**src/rtl/axi_wr_master_if.sv**
```systemverilog
// AW/W/B channel bundle between the DMA write initiator and an AXI3 write slave.
// The master modport drives address/data and accepts responses; the slave modport is the mirror.
interface axi_wr_master_if;
  logic        AWVALID;
  logic        AWREADY;
  logic [31:0] AWADDR;
  logic [3:0]  AWLEN;
  logic [2:0]  AWSIZE;
  logic [1:0]  AWBURST;
  logic [3:0]  AWID;

  logic        WVALID;
  logic        WREADY;
  logic [63:0] WDATA;
  logic [7:0]  WSTRB;
  logic        WLAST;
  logic [3:0]  WID;

  logic        BVALID;
  logic        BREADY;
  logic [1:0]  BRESP;
  logic [3:0]  BID;

  modport master (
    output AWVALID, AWADDR, AWLEN, AWSIZE, AWBURST, AWID,
    input  AWREADY,
    output WVALID, WDATA, WSTRB, WLAST, WID,
    input  WREADY,
    output BREADY,
    input  BVALID, BRESP, BID
  );

  modport slave (
    input  AWVALID, AWADDR, AWLEN, AWSIZE, AWBURST, AWID,
    output AWREADY,
    input  WVALID, WDATA, WSTRB, WLAST, WID,
    output WREADY,
    input  BREADY,
    output BVALID, BRESP, BID
  );
endinterface

```
**src/rtl/axi_wr_master.sv**
```systemverilog
// AXI3 write initiator: one INCR burst of 64-bit beats per command, with 4KB
// boundary rejection, W pass-through from the data source, and B-response checking.
module axi_wr_master #(
  parameter logic [3:0] AWID = 4'h0,
  parameter logic [1:0] OKAY = 2'b00
) (
  input  logic                   clk,
  input  logic                   rst,
  input  logic                   cmd_valid_i,
  output logic                   cmd_ready_o,
  input  logic [31:0]            cmd_addr_i,
  input  logic [3:0]             cmd_len_i,
  input  logic                   src_valid_i,
  output logic                   src_ready_o,
  input  logic [63:0]            src_data_i,
  axi_wr_master_if.master        axi,
  output logic                   busy_o,
  output logic                   done_o,
  output logic                   err_o
);

  typedef enum logic [1:0] {
    IDLE = 2'd0,
    ADDR = 2'd1,
    DATA = 2'd2,
    RESP = 2'd3
  } state_t;

  state_t      state_q, state_d;
  logic [31:0] addr_q, addr_d;
  logic [3:0]  len_q, len_d;
  logic [3:0]  beat_cnt_q, beat_cnt_d;
  logic        cmd_ready_q, cmd_ready_d;
  logic        done_q, done_d;
  logic        err_q, err_d;

  logic        cmd_hs;
  logic        w_hs;
  logic [31:0] addr_aligned;
  logic [4:0]  burst_beats;
  logic [12:0] end_offset;
  logic        crosses_4k;

  assign cmd_hs       = cmd_valid_i & cmd_ready_q;
  assign w_hs         = (state_q == DATA) & src_valid_i & axi.WREADY;
  assign addr_aligned = cmd_addr_i & 32'hFFFF_FFF8;
  assign burst_beats  = {1'b0, cmd_len_i} + 5'd1;

  // Byte offset one past the last beat within the 4KB page; anything beyond 4096 spills over.
  assign end_offset   = {1'b0, addr_aligned[11:0]} + {5'b0, burst_beats, 3'b000};
  assign crosses_4k   = (end_offset > 13'd4096);

  always_ff @(posedge clk or posedge rst) begin
    if (rst) begin
      state_q     <= IDLE;
      addr_q      <= 32'h0;
      len_q       <= 4'h0;
      beat_cnt_q  <= 4'h0;
      cmd_ready_q <= 1'b0;
      done_q      <= 1'b0;
      err_q       <= 1'b0;
    end else begin
      state_q     <= state_d;
      addr_q      <= addr_d;
      len_q       <= len_d;
      beat_cnt_q  <= beat_cnt_d;
      cmd_ready_q <= cmd_ready_d;
      done_q      <= done_d;
      err_q       <= err_d;
    end
  end

  always_comb begin
    state_d    = state_q;
    addr_d     = addr_q;
    len_d      = len_q;
    beat_cnt_d = beat_cnt_q;
    done_d     = 1'b0;
    err_d      = 1'b0;

    case (state_q)
      IDLE: begin
        if (cmd_hs) begin
          addr_d     = addr_aligned;
          len_d      = cmd_len_i;
          beat_cnt_d = 4'h0;
          if (crosses_4k) begin
            err_d = 1'b1;
          end else begin
            state_d = ADDR;
          end
        end
      end
      ADDR: begin
        if (axi.AWREADY) begin
          state_d = DATA;
        end
      end
      DATA: begin
        if (w_hs) begin
          beat_cnt_d = beat_cnt_q + 4'd1;
          if (beat_cnt_q == len_q) begin
            state_d = RESP;
          end
        end
      end
      RESP: begin
        if (axi.BVALID) begin
          done_d  = 1'b1;
          err_d   = (axi.BRESP != OKAY) || (axi.BID != AWID);
          state_d = IDLE;
        end
      end
      default: state_d = IDLE;
    endcase

    // Ready only after a full cycle spent in IDLE, so it rises the cycle after a return.
    cmd_ready_d = (state_q == IDLE) && (state_d == IDLE);
  end

  assign cmd_ready_o = cmd_ready_q;
  assign busy_o      = (state_q != IDLE);
  assign done_o      = done_q;
  assign err_o       = err_q;

  assign axi.AWVALID = (state_q == ADDR);
  assign axi.AWADDR  = addr_q;
  assign axi.AWLEN   = len_q;
  assign axi.AWSIZE  = 3'b011;
  assign axi.AWBURST = 2'b01;
  assign axi.AWID    = AWID;

  assign axi.WVALID  = (state_q == DATA) & src_valid_i;
  assign axi.WDATA   = (state_q == DATA) ? src_data_i : 64'h0;
  assign axi.WSTRB   = 8'hFF;
  assign axi.WLAST   = (state_q == DATA) & src_valid_i & (beat_cnt_q == len_q);
  assign axi.WID     = AWID;
  assign src_ready_o = (state_q == DATA) & axi.WREADY;

  assign axi.BREADY  = (state_q == RESP);

endmodule

```
**src/flat_wrapper.sv**
```systemverilog
// flat-port wrapper written by rule: the top's interface ports become plain ports
module axi_wr_master_flat 
#(
  parameter logic [3:0] AWID = 4'h0,
  parameter logic [1:0] OKAY = 2'b00
)
  (clk, rst, cmd_valid_i, cmd_ready_o, cmd_addr_i, cmd_len_i, src_valid_i, src_ready_o, src_data_i, busy_o, done_o, err_o, axi_AWVALID, axi_AWADDR, axi_AWLEN, axi_AWSIZE, axi_AWBURST, axi_AWID, axi_AWREADY, axi_WVALID, axi_WDATA, axi_WSTRB, axi_WLAST, axi_WID, axi_WREADY, axi_BREADY, axi_BVALID, axi_BRESP, axi_BID);
  axi_wr_master_if axi_i ();
  input  logic clk;
  input  logic rst;
  input  logic cmd_valid_i;
  output logic cmd_ready_o;
  input  logic [31:0] cmd_addr_i;
  input  logic [3:0] cmd_len_i;
  input  logic src_valid_i;
  output logic src_ready_o;
  input  logic [63:0] src_data_i;
  output logic busy_o;
  output logic done_o;
  output logic err_o;
  output wire logic [$bits(axi_i.AWVALID)-1:0] axi_AWVALID;
  output wire logic [$bits(axi_i.AWADDR)-1:0] axi_AWADDR;
  output wire logic [$bits(axi_i.AWLEN)-1:0] axi_AWLEN;
  output wire logic [$bits(axi_i.AWSIZE)-1:0] axi_AWSIZE;
  output wire logic [$bits(axi_i.AWBURST)-1:0] axi_AWBURST;
  output wire logic [$bits(axi_i.AWID)-1:0] axi_AWID;
  input wire logic [$bits(axi_i.AWREADY)-1:0] axi_AWREADY;
  output wire logic [$bits(axi_i.WVALID)-1:0] axi_WVALID;
  output wire logic [$bits(axi_i.WDATA)-1:0] axi_WDATA;
  output wire logic [$bits(axi_i.WSTRB)-1:0] axi_WSTRB;
  output wire logic [$bits(axi_i.WLAST)-1:0] axi_WLAST;
  output wire logic [$bits(axi_i.WID)-1:0] axi_WID;
  input wire logic [$bits(axi_i.WREADY)-1:0] axi_WREADY;
  output wire logic [$bits(axi_i.BREADY)-1:0] axi_BREADY;
  input wire logic [$bits(axi_i.BVALID)-1:0] axi_BVALID;
  input wire logic [$bits(axi_i.BRESP)-1:0] axi_BRESP;
  input wire logic [$bits(axi_i.BID)-1:0] axi_BID;
  assign axi_AWVALID = axi_i.AWVALID;
  assign axi_AWADDR = axi_i.AWADDR;
  assign axi_AWLEN = axi_i.AWLEN;
  assign axi_AWSIZE = axi_i.AWSIZE;
  assign axi_AWBURST = axi_i.AWBURST;
  assign axi_AWID = axi_i.AWID;
  assign axi_i.AWREADY = axi_AWREADY;
  assign axi_WVALID = axi_i.WVALID;
  assign axi_WDATA = axi_i.WDATA;
  assign axi_WSTRB = axi_i.WSTRB;
  assign axi_WLAST = axi_i.WLAST;
  assign axi_WID = axi_i.WID;
  assign axi_i.WREADY = axi_WREADY;
  assign axi_BREADY = axi_i.BREADY;
  assign axi_i.BVALID = axi_BVALID;
  assign axi_i.BRESP = axi_BRESP;
  assign axi_i.BID = axi_BID;
  axi_wr_master #(.AWID(AWID), .OKAY(OKAY)) u_core (.clk(clk), .rst(rst), .cmd_valid_i(cmd_valid_i), .cmd_ready_o(cmd_ready_o), .cmd_addr_i(cmd_addr_i), .cmd_len_i(cmd_len_i), .src_valid_i(src_valid_i), .src_ready_o(src_ready_o), .src_data_i(src_data_i), .axi(axi_i), .busy_o(busy_o), .done_o(done_o), .err_o(err_o));
endmodule
```
**config.mk**
```make
export PLATFORM = sky130hd
export DESIGN_NAME = axi_wr_master_flat
export DESIGN_NICKNAME = d
export VERILOG_FILES = /design/src/rtl/axi_wr_master_if.sv /design/src/rtl/axi_wr_master.sv /design/src/flat_wrapper.sv
export SDC_FILE = /design/constraint.sdc
export NUM_CORES = 1
export LEC_CHECK = 0
export ABC_AREA = 1
export BUFFER_PORTS_ARGS = -buffer_cell sky130_fd_sc_hd__buf_4
export CORE_UTILIZATION = 25
export CTS_CLUSTER_DIAMETER = 50
export DETAILED_ROUTE_END_ITERATION = 12
export GPL_ROUTABILITY_DRIVEN = 0
export PLACE_DENSITY = 0.59
export SYNTH_ARGS = -nofsm -noshare
export SYNTH_HDL_FRONTEND = slang
export SYNTH_SLANG_ARGS = --single-unit
export TNS_END_PERCENT = 5
```
**constraint.sdc**
```tcl
create_clock -name clk -period 4.9 [get_ports clk]
set_clock_uncertainty 0.2 [all_clocks]
set_input_delay 0.98 -clock clk [delete_from_list [all_inputs] [get_ports clk]]
set_output_delay 0.98 -clock clk [all_outputs]
set_load 0.02 [all_outputs]
```
==> results.cfg <==
[global_route]
antenna_found_initial = 0
track_usage_pct = 13.82
grt_pass1_vias = 2826
grt_overflow = 0
grt_max_degree = 68
grt_first_pass_wirelength_um = 13160

[setup_path]
worst_ep_required_time_ns = 3.72
worstPathMaxFanout = 67
endpoint_kind = output pin
reg2reg_from = u_core.state_q[0]
rr_worst_depth = 10
worstPathArrival_ns = 2.37
worst_path_largest_cell_delay_ns = 0.97
timing.rr.end = u_core.beat_cnt_q[2]
critPathKind = flop to output pin
crit_chain = inv_1 -> ha_2 -> nand2_1 -> nor2_1 -> buf_4
slowest_stage = ha_2
r2r_slack_ns = 2.05
setup.worst_path.start_class = flop

[final_layout]
stdcell_count = 774
diodes = 0
fin_nets = 759
design_area_um2 = 4643
final_cell_mix = buf_4, nand2_1, inv_1
post-route-util_pct = 42.09
syn2layout_area_growth_pct = 60.79
layout_commonest_cell = buf_4
drive_gt1_share_pct = 37.07

[power]
p_leak_nw = 3.088
power_density_nw_per_um2 = 498.3
vdd_ir_drop_max_v = 0.0002151
power_mw = 2.314

[placed_design]
dpl_cell_area_um2 = 4501
dpl.cell_count = 766
dp_hpwl_um = 7157
io_buffers = 215

[yosys]
synth-seq-area-share_pct = 36.40
syn_area_per_cell_um2 = 6.779
ys_ff_latch = 42
syn_inst = 426
synthFlopType = dfrtp_1
syn_area_um2 = 2888
async_flop_share_pct = 100.0
synth-edff-count = 0
synth_cell_types = 31
ys_warn_count = 0

[sta]
final_hold_viol_count = 0
setup_viol = 0
period_minus_slack_ns = 3.545
fmax_mhz = 282.1
max_slew_margin_pct = 24.23
fin_crit_sh_pct = 72.35
rsz0062_at_grt = no
final-max-slew-violation-count = 0
worstMarginPinSlew_ns = 1.137
tns_ns = 0

[detailed_routing]
ant_nets = 0
route.detailed.wl_per_inst_um = 11.42
initialDrtViolationCount = 149
vias = 3048
drtPass1Iterations = 4
drc = 0
avgViaCountPerCell = 3.938
wl_um = 8840

[die]
die_x_um = 109.5
die_y_um = 109.5
fp-row-count = 38
num_io_pins = 243
die_area_um2 = 11980
initial_utilization_pct = 26.18
core_um2 = 11030

[clocking]
htree_levels = 2
clockBufferDepth = 2
cts_tree = built
clock_sinks = 42
numCtsBuffers = 5
cts-root-buf = clkbuf_16
cts_hold_buf = 0
clk_latency_ns = 0.28
cts_resized = 0
path_clk_slew_ns = 0.06
cts_setup_buffers = 0

[min_path]
min_path_type = flop to flop
min_path_cells = 2
holdPathEnd = u_core.axi.AWADDR[9]
min_from = u_core.axi.AWADDR[9]

[flow_run]
max-cap-violations = 0

[status]
status = finished clean
==> synth_stat cells, types with 2 or more instances <==
master / number / area [um^2]
inv_2: 3 / 11.26
clkbuf_1: 5 / 18.77
nand4_1: 3 / 18.77
a21oi_1: 4 / 20.02
buf_6: 4 / 45.04
nand3_1: 6 / 30.03
o22ai_1: 2 / 12.51
dfrtp_1: 42 / 1051
nand3_2: 2 / 20.02
o21ai_0: 9 / 45.04
buf_4: 25 / 187.7
ha_1: 12 / 150.1
nor2_1: 10 / 37.54
inv_1: 86 / 322.8
xnor2_1: 4 / 35.03
buf_2: 5 / 25.02
nand2_1: 187 / 701.9
xor2_1: 3 / 26.28
conb_1: 2 / 7.510
==> per-layer routing <==
metal  track usage, %  vias to the layer above  routed length [um]
li1                 -                     1591                   -
met1            18.22                     1342                3815
met2            23.85                      111                4438
met5                0                        -                   0
met4            2.857                        0                  57
met3            2.134                        4                 528
==> power breakdown <==
part	switching [mW]	internal (mW)	total [mW]
sequential	0.0912	0.492	0.583
clock	0.130	0.189	0.319
combinational	0.846	0.565	1.41
==> worst max path at each step <==
stage	start	endpoint	slack (ns)	cells past startpoint
4_1_cts	u_core.state_q[0]	axi_WLAST	1.34	5
5_1_grt	u_core.state_q[0]	axi_WLAST	1.10	5
2_1_floorplan	cmd_len_i[0]	u_core.state_q[1]	2.21	10
6_report	u_core.state_q[0]	axi_WLAST	1.35	5
3_3_place_gp	u_core.state_q[0]	axi_WLAST	1.69	5
3_5_place_dp	u_core.state_q[0]	axi_WLAST	1.65	5
==> stage by stage <==
step / setup WS [ns] / hold WS [ns]
finish: 1.355 / 0.2722
detailed placement: 1.649 / 0.2601
global route: 1.095 / 0.2954
floorplan: 2.213 / 0.3104
global placement: 1.692 / 0.2548
CTS: 1.335 / 0.2758
==> area by class of cell <==
type | instances | area, um^2
flip-flops and latches | 42 | 1051
well taps | 140 | 175.2
repair buffers | 217 | 1629
inverters | 89 | 334.1
clock buffers | 6 | 128.9
clock inverters | 2 | 13.76
fillers | 1127 | 6387
multi-input cells | 278 | 1311
==> cell families after synthesis <==
family | after synthesis | share of synthesized area [%]
simple gates | 214 | 29.85
buf+inv | 128 | 21.14
flops | 42 | 36.40
compound gates | 20 | 4.333
fa+ha+maj | 13 | 5.892
xor+xnor | 7 | 2.123
other cells | 2 | 0.2601
==> worst max-delay path: cells and delay by family (launching register included) <==
kind          cells  cell delay, ns
fa+ha+maj         1            0.97
flops             1            0.42
simple gates      2            0.36
buf+inv           2            0.32
==> flip-flops by register name, summed over array words and instances (netlist names) <==
signal and count:
u_core.axi.AWADDR 29, u_core.axi.AWLEN 4, u_core.beat_cnt_q 4, u_core.state_q 2, u_core.cmd_ready_o 1, u_core.done_o 1, u_core.err_o 1
No activity file was read; power rests on OpenSTA's default activity.
